<file path="src/rtl/im_stream_loader.sv">
// rtl/im_stream_loader.sv - framed byte stream to instruction-memory writer
// Holds the CPU in reset until a SYNC/N/words/CHK frame is written and its checksum matches.
module im_stream_loader #(
    parameter int          INSTR_W   = 15,
    parameter int          ADDR_W    = 8,
    parameter logic [7:0]  SYNC_BYTE = 8'hA5
) (
    input  logic               clk,
    input  logic               reset,
    input  logic               start,
    input  logic [7:0]         in_data,
    input  logic               in_valid,
    output logic               in_ready,
    output logic               im_we,
    output logic [ADDR_W-1:0]  im_addr,
    output logic [INSTR_W-1:0] im_wdata,
    output logic               cpu_hold,
    output logic               done,
    output logic               error,
    output logic [ADDR_W:0]    words_loaded
);

    // Compare width wide enough for both the 8-bit count and 2**ADDR_W.
    localparam int            CW      = (ADDR_W + 1 > 9) ? ADDR_W + 1 : 9;
    localparam logic [CW-1:0] DEPTH_C = {{(CW-1){1'b0}}, 1'b1} << ADDR_W;

    typedef enum logic [2:0] {
        S_IDLE,
        S_COUNT,
        S_DATA_LO,
        S_DATA_HI,
        S_CHECK,
        S_DONE,
        S_ERROR
    } state_t;

    state_t             state_q;
    logic [7:0]         n_q;
    logic [7:0]         chk_q;
    logic [7:0]         lo_q;
    logic               in_ready_q;
    logic               im_we_q;
    logic [ADDR_W-1:0]  im_addr_q;
    logic [INSTR_W-1:0] im_wdata_q;
    logic               cpu_hold_q;
    logic               done_q;
    logic               error_q;
    logic [ADDR_W:0]    words_loaded_q;

    logic [ADDR_W:0]    wl_inc_d;
    logic               last_word_d;
    logic               too_big_d;

    assign wl_inc_d    = words_loaded_q + {{ADDR_W{1'b0}}, 1'b1};
    assign last_word_d = (CW'(wl_inc_d) == CW'(n_q));
    assign too_big_d   = (CW'(in_data) > DEPTH_C);

    always_ff @(posedge clk or negedge reset) begin
        if (!reset) begin
            state_q        <= S_IDLE;
            n_q            <= 8'd0;
            chk_q          <= 8'd0;
            lo_q           <= 8'd0;
            in_ready_q     <= 1'b1;
            im_we_q        <= 1'b0;
            im_addr_q      <= '0;
            im_wdata_q     <= '0;
            cpu_hold_q     <= 1'b1;
            done_q         <= 1'b0;
            error_q        <= 1'b0;
            words_loaded_q <= '0;
        end else begin
            im_we_q <= 1'b0;
            case (state_q)
                S_IDLE: begin
                    if (in_valid && (in_data == SYNC_BYTE)) begin
                        state_q <= S_COUNT;
                    end
                end
                S_COUNT: begin
                    if (in_valid) begin
                        n_q            <= in_data;
                        chk_q          <= in_data;
                        words_loaded_q <= '0;
                        if (in_data == 8'd0) begin
                            state_q <= S_CHECK;
                        end else if (too_big_d) begin
                            state_q    <= S_ERROR;
                            error_q    <= 1'b1;
                            in_ready_q <= 1'b0;
                        end else begin
                            state_q <= S_DATA_LO;
                        end
                    end
                end
                S_DATA_LO: begin
                    if (in_valid) begin
                        lo_q    <= in_data;
                        chk_q   <= chk_q ^ in_data;
                        state_q <= S_DATA_HI;
                    end
                end
                S_DATA_HI: begin
                    // The write issues on this edge, so it is visible one cycle after accept.
                    if (in_valid) begin
                        chk_q          <= chk_q ^ in_data;
                        im_we_q        <= 1'b1;
                        im_addr_q      <= words_loaded_q[ADDR_W-1:0];
                        im_wdata_q     <= INSTR_W'({in_data, lo_q});
                        words_loaded_q <= wl_inc_d;
                        state_q        <= last_word_d ? S_CHECK : S_DATA_LO;
                    end
                end
                S_CHECK: begin
                    if (in_valid) begin
                        in_ready_q <= 1'b0;
                        if (in_data == chk_q) begin
                            state_q    <= S_DONE;
                            done_q     <= 1'b1;
                            cpu_hold_q <= 1'b0;
                        end else begin
                            state_q <= S_ERROR;
                            error_q <= 1'b1;
                        end
                    end
                end
                S_DONE: begin
                    if (start) begin
                        state_q    <= S_IDLE;
                        done_q     <= 1'b0;
                        cpu_hold_q <= 1'b1;
                        in_ready_q <= 1'b1;
                    end
                end
                S_ERROR: begin
                    if (start) begin
                        state_q    <= S_IDLE;
                        error_q    <= 1'b0;
                        in_ready_q <= 1'b1;
                    end
                end
                default: begin
                    state_q <= S_IDLE;
                end
            endcase
        end
    end

    assign in_ready     = in_ready_q;
    assign im_we        = im_we_q;
    assign im_addr      = im_addr_q;
    assign im_wdata     = im_wdata_q;
    assign cpu_hold     = cpu_hold_q;
    assign done         = done_q;
    assign error        = error_q;
    assign words_loaded = words_loaded_q;

endmodule

</file>
<file path="config.mk">
export PLATFORM = sky130hd
export DESIGN_NAME = im_stream_loader
export DESIGN_NICKNAME = d
export VERILOG_FILES = /design/src/rtl/im_stream_loader.sv
export SDC_FILE = /design/constraint.sdc
export NUM_CORES = 1
export LEC_CHECK = 0
export CORE_UTILIZATION = 53
export CTS_CLUSTER_SIZE = 10
export DETAILED_ROUTE_END_ITERATION = 10
export PLACE_DENSITY = 0.79
export SLEW_MARGIN = 20
export SYNTH_ARGS = -nofsm -noshare
export SYNTH_HDL_FRONTEND = slang
export SYNTH_SLANG_ARGS = --single-unit
</file>
<file path="constraint.sdc">
create_clock -name clk -period 2.7 [get_ports clk]
set_clock_uncertainty 0.1 [all_clocks]
set_input_delay 0.27 -clock clk [delete_from_list [all_inputs] [get_ports clk]]
set_output_delay 0.27 -clock clk [all_outputs]
set_load 0.02 [all_outputs]
</file>
==> metrics.yaml <==
status: "complete, no violations"
synth_seq_area_share_pct: 51.9
synth_largest_area_cell: "dfrtp_1"
critPathCaptureType: "flip-flop"
cts_tree: "built"
tightest_slew_ns: 0.754
syn-num-nets: 284
grtUsageTotal_pct: 23.4
dp_hpwl_mm: 4.40
yosysWarnings: 0
startpoint_type: "flip-flop"
rows: 27
criticalPathCategory: "flip-flop to flip-flop"
drtPass1Iterations: 4
max_slew_margin_pct: 49.7
ys.flop_type: "dfrtp_1"
syn_area_per_cell_um2: 11.4
fp.coreArea_um2: 5570
p_int_mw: 2.92
cts_setup_buffers: 0
drive_gt1_share_pct: 21.6
area_growth_pct: 24.8
cp_max_fo: 8
finalSetupViolCount: 0
pwr_density_cell_nw_per_um2: 1200
path_buf_inv: 0
die_h_um: 78.3
fin_crit_sh_pct: 84.1
ys_ff_latch: 64
critPathArrivalTime_ns: 2.41
place_congestion: 0.870
cp_cell_sequence: "ha_1 > and2b_2 > nor3_1 > o31ai_1 > or4_4 > a31o_1"
rsz0062_at_grt: "no"
synth_area_um2: 3090
timing.critical_path.max_delay_family: "simple AND/OR/NAND/NOR gates"
viasPerCell: 5.56
power.share.switching_pct: 36.9
power_frac_seq_pct: 38.7
cts_root_buf: "clkbuf_8"
nNetsFinal: 338
fmaxAchievable_mhz: 440
htree_num_levels: 3
fillerInstances: 412
first_global_vias: 2183
dieArea_um2: 6140
slowest_stage: "or4_4"
wl_per_cell_um: 15.9
worstSkewPairLatency_ns: 0.34
yosys-top-cells-area: "dfrtp_1, mux2_2, nand2_1"
totalWireLength_mm: 6.34
final.min_clock_period_ns: 2.27
power_leakage_nw: 1.63
seq_area_um2: 1600
cts_resized: 0
share_comb_of_total_power_pct: 43.8
finalMaxSlewViolations: 0
stdcell_area_um2: 3850
drc: 0
hp-class: "flip-flop to flip-flop"
drt_iter0_drc: 243
irDropWorstVdd_mv: 0.803
post_dp_cell_area_um2: 3650
antenna_cells: 0
cts_inserted_buffers: 9
setup_ws_ns: 0.430
route.vias.total: 2224
tns_ns: 0
multi_input_area_um2: 1380
io_pins: 49
yosys.area.top_type_share_pct: 50.2
dp_slack_ns: 0.444
clock-sinks: 64
cap_violations: 0
hold_buffers: 1
io_buffers: 48
antenna_found_initial: 0
clockBufferDepth: 2
p_clk_share_pct: 17.6
clk_pin_slew_ns: 0.07
die_width_um: 78.3
power.switching_mw: 1.71
async_reset_ff_share_pct: 100
synth.distinct_cells: 49
start_util_pct: 55.4
netlist_instances: 271
synth_edf_count: 0
grt_overflow: 0
grt_first_pass_wirelength_mm: 10.8
worstPathRequired_ns: 2.84
grt_max_degree: 34
cp_slowest_stage_delay_ns: 0.54
hold_violations: 0
drtAntennaViolNets: 0
metal layers:
layer	GRT usage, %	up-vias	share of wire [%]
met1	31.8	1084	44
li1	-	1062	-
met3	5.70	12	6.5
met5	0	-	0
met2	35.8	66	47
met4	10.4	0	1.9
final timing paths:
| kind | start | end | slack [ns] | depth (start not counted) |
|---|---|---|---|---|
| worst max-delay path | words_loaded[0] | state_q[1] | 0.43 | 6 |
| worst min-delay path | cpu_hold | cpu_hold | 0.36 | 2 |
| worst max register to register | words_loaded[0] | state_q[1] | 0.43 | 6 |
| worst min register to register | cpu_hold | cpu_hold | 0.36 | 2 |
| max in group asynchronous | reset | in_ready | 1.37 | 3 |
| min in group asynchronous | reset | im_wdata[8] | 0.44 | 2 |
state kept, by name (all words and copies together), names as in the netlist:
register / cells
done: 1
words_loaded: 9
lo_q: 8
n_q: 8
error: 1
chk_q: 8
im_addr: 8
in_ready: 1
im_we: 1
state_q: 3
cpu_hold: 1
im_wdata: 15
Yosys cell counts (all sizes together) (6+ instances only):
| library cell | number |
|---|---|
| buf | 11 |
| xnor2 | 14 |
| nand2 | 36 |
| dfrtp | 62 |
| xor2 | 13 |
| mux2 | 39 |
| nor2 | 7 |
| a21oi | 7 |
| nor3 | 6 |
| nand4 | 6 |
| o21ai | 11 |
power groups by stage:
stage	Combinational (mW)	Sequential, mW	Clock, mW
2_1_floorplan	1.20	1.91	0
5_1_grt	2.20	1.86	0.870
3_5_place_dp	2.03	1.80	0
6_report	2.03	1.79	0.813
4_1_cts	2.04	1.79	0.826
3_3_place_gp	1.98	1.78	0
through the flow:
stage / power (mW) / utilization (%) / std cells / hold WS, ns
after floorplan: 3.10 / - / 271 / -0.126
after global placement: 3.76 / 65.5 / 385 / 0.279
after detailed placement: 3.83 / 65.5 / 385 / 0.281
after CTS: 4.65 / 69.2 / 400 / 0.366
after global routing: 4.92 / 69.2 / 400 / 0.399
final: 4.63 / 69.2 / 400 / 0.362
layout make-up:
type	count	area share, %
clock buffer	11	3.93
clock inverter	3	1.10
inverter	5	0.487
multi-input combinational	187	35.9
sequential	64	41.6
tap	72	2.34
timing repair buffer	58	14.7
layout by cell type (no fill, tap or decap), drive strengths merged, types with 2 or more instances in the layout:
cell type and count:
dfrtp 62, clkdlybuf4s50 47, mux2 39, nand2 36, xnor2 14, xor2 13
clkbuf 11, o21ai 11, buf 10, a21oi 7, nor2 7, nor3 6
nand4 6, inv 5, nand3 5, nor2b 3, a22o 3, mux2i 3
o21a 3, a31oi 3, or4 3, and2 2, and3 2, nor4 2
o211ai 2, nand2b 2, dfstp 2, and2b 2
cell families (layout without fill, tap and decap cells):
group                      count (synthesis)  count (layout)  synth area share (%)
adders and majority gates                  1               1                 0.405
buffers and inverters                     20              77                  3.28
AOI/OAI and AO/OA                         38              38                  8.23
xor gates and xnor gates                  27              27                  7.66
and+or+nand+nor                           79              79                  13.3
muxes                                     42              42                  15.2
DFF                                       64              64                  51.9
worst min-delay path, delay by kind of cell (launching register included):
family                 cells  cell delay, ns
DFF                        1            0.37
buffers and inverters      1            0.04
AOI/OAI and AO/OA          1            0.05
Note: power is estimated with default switching activity, not from simulation.
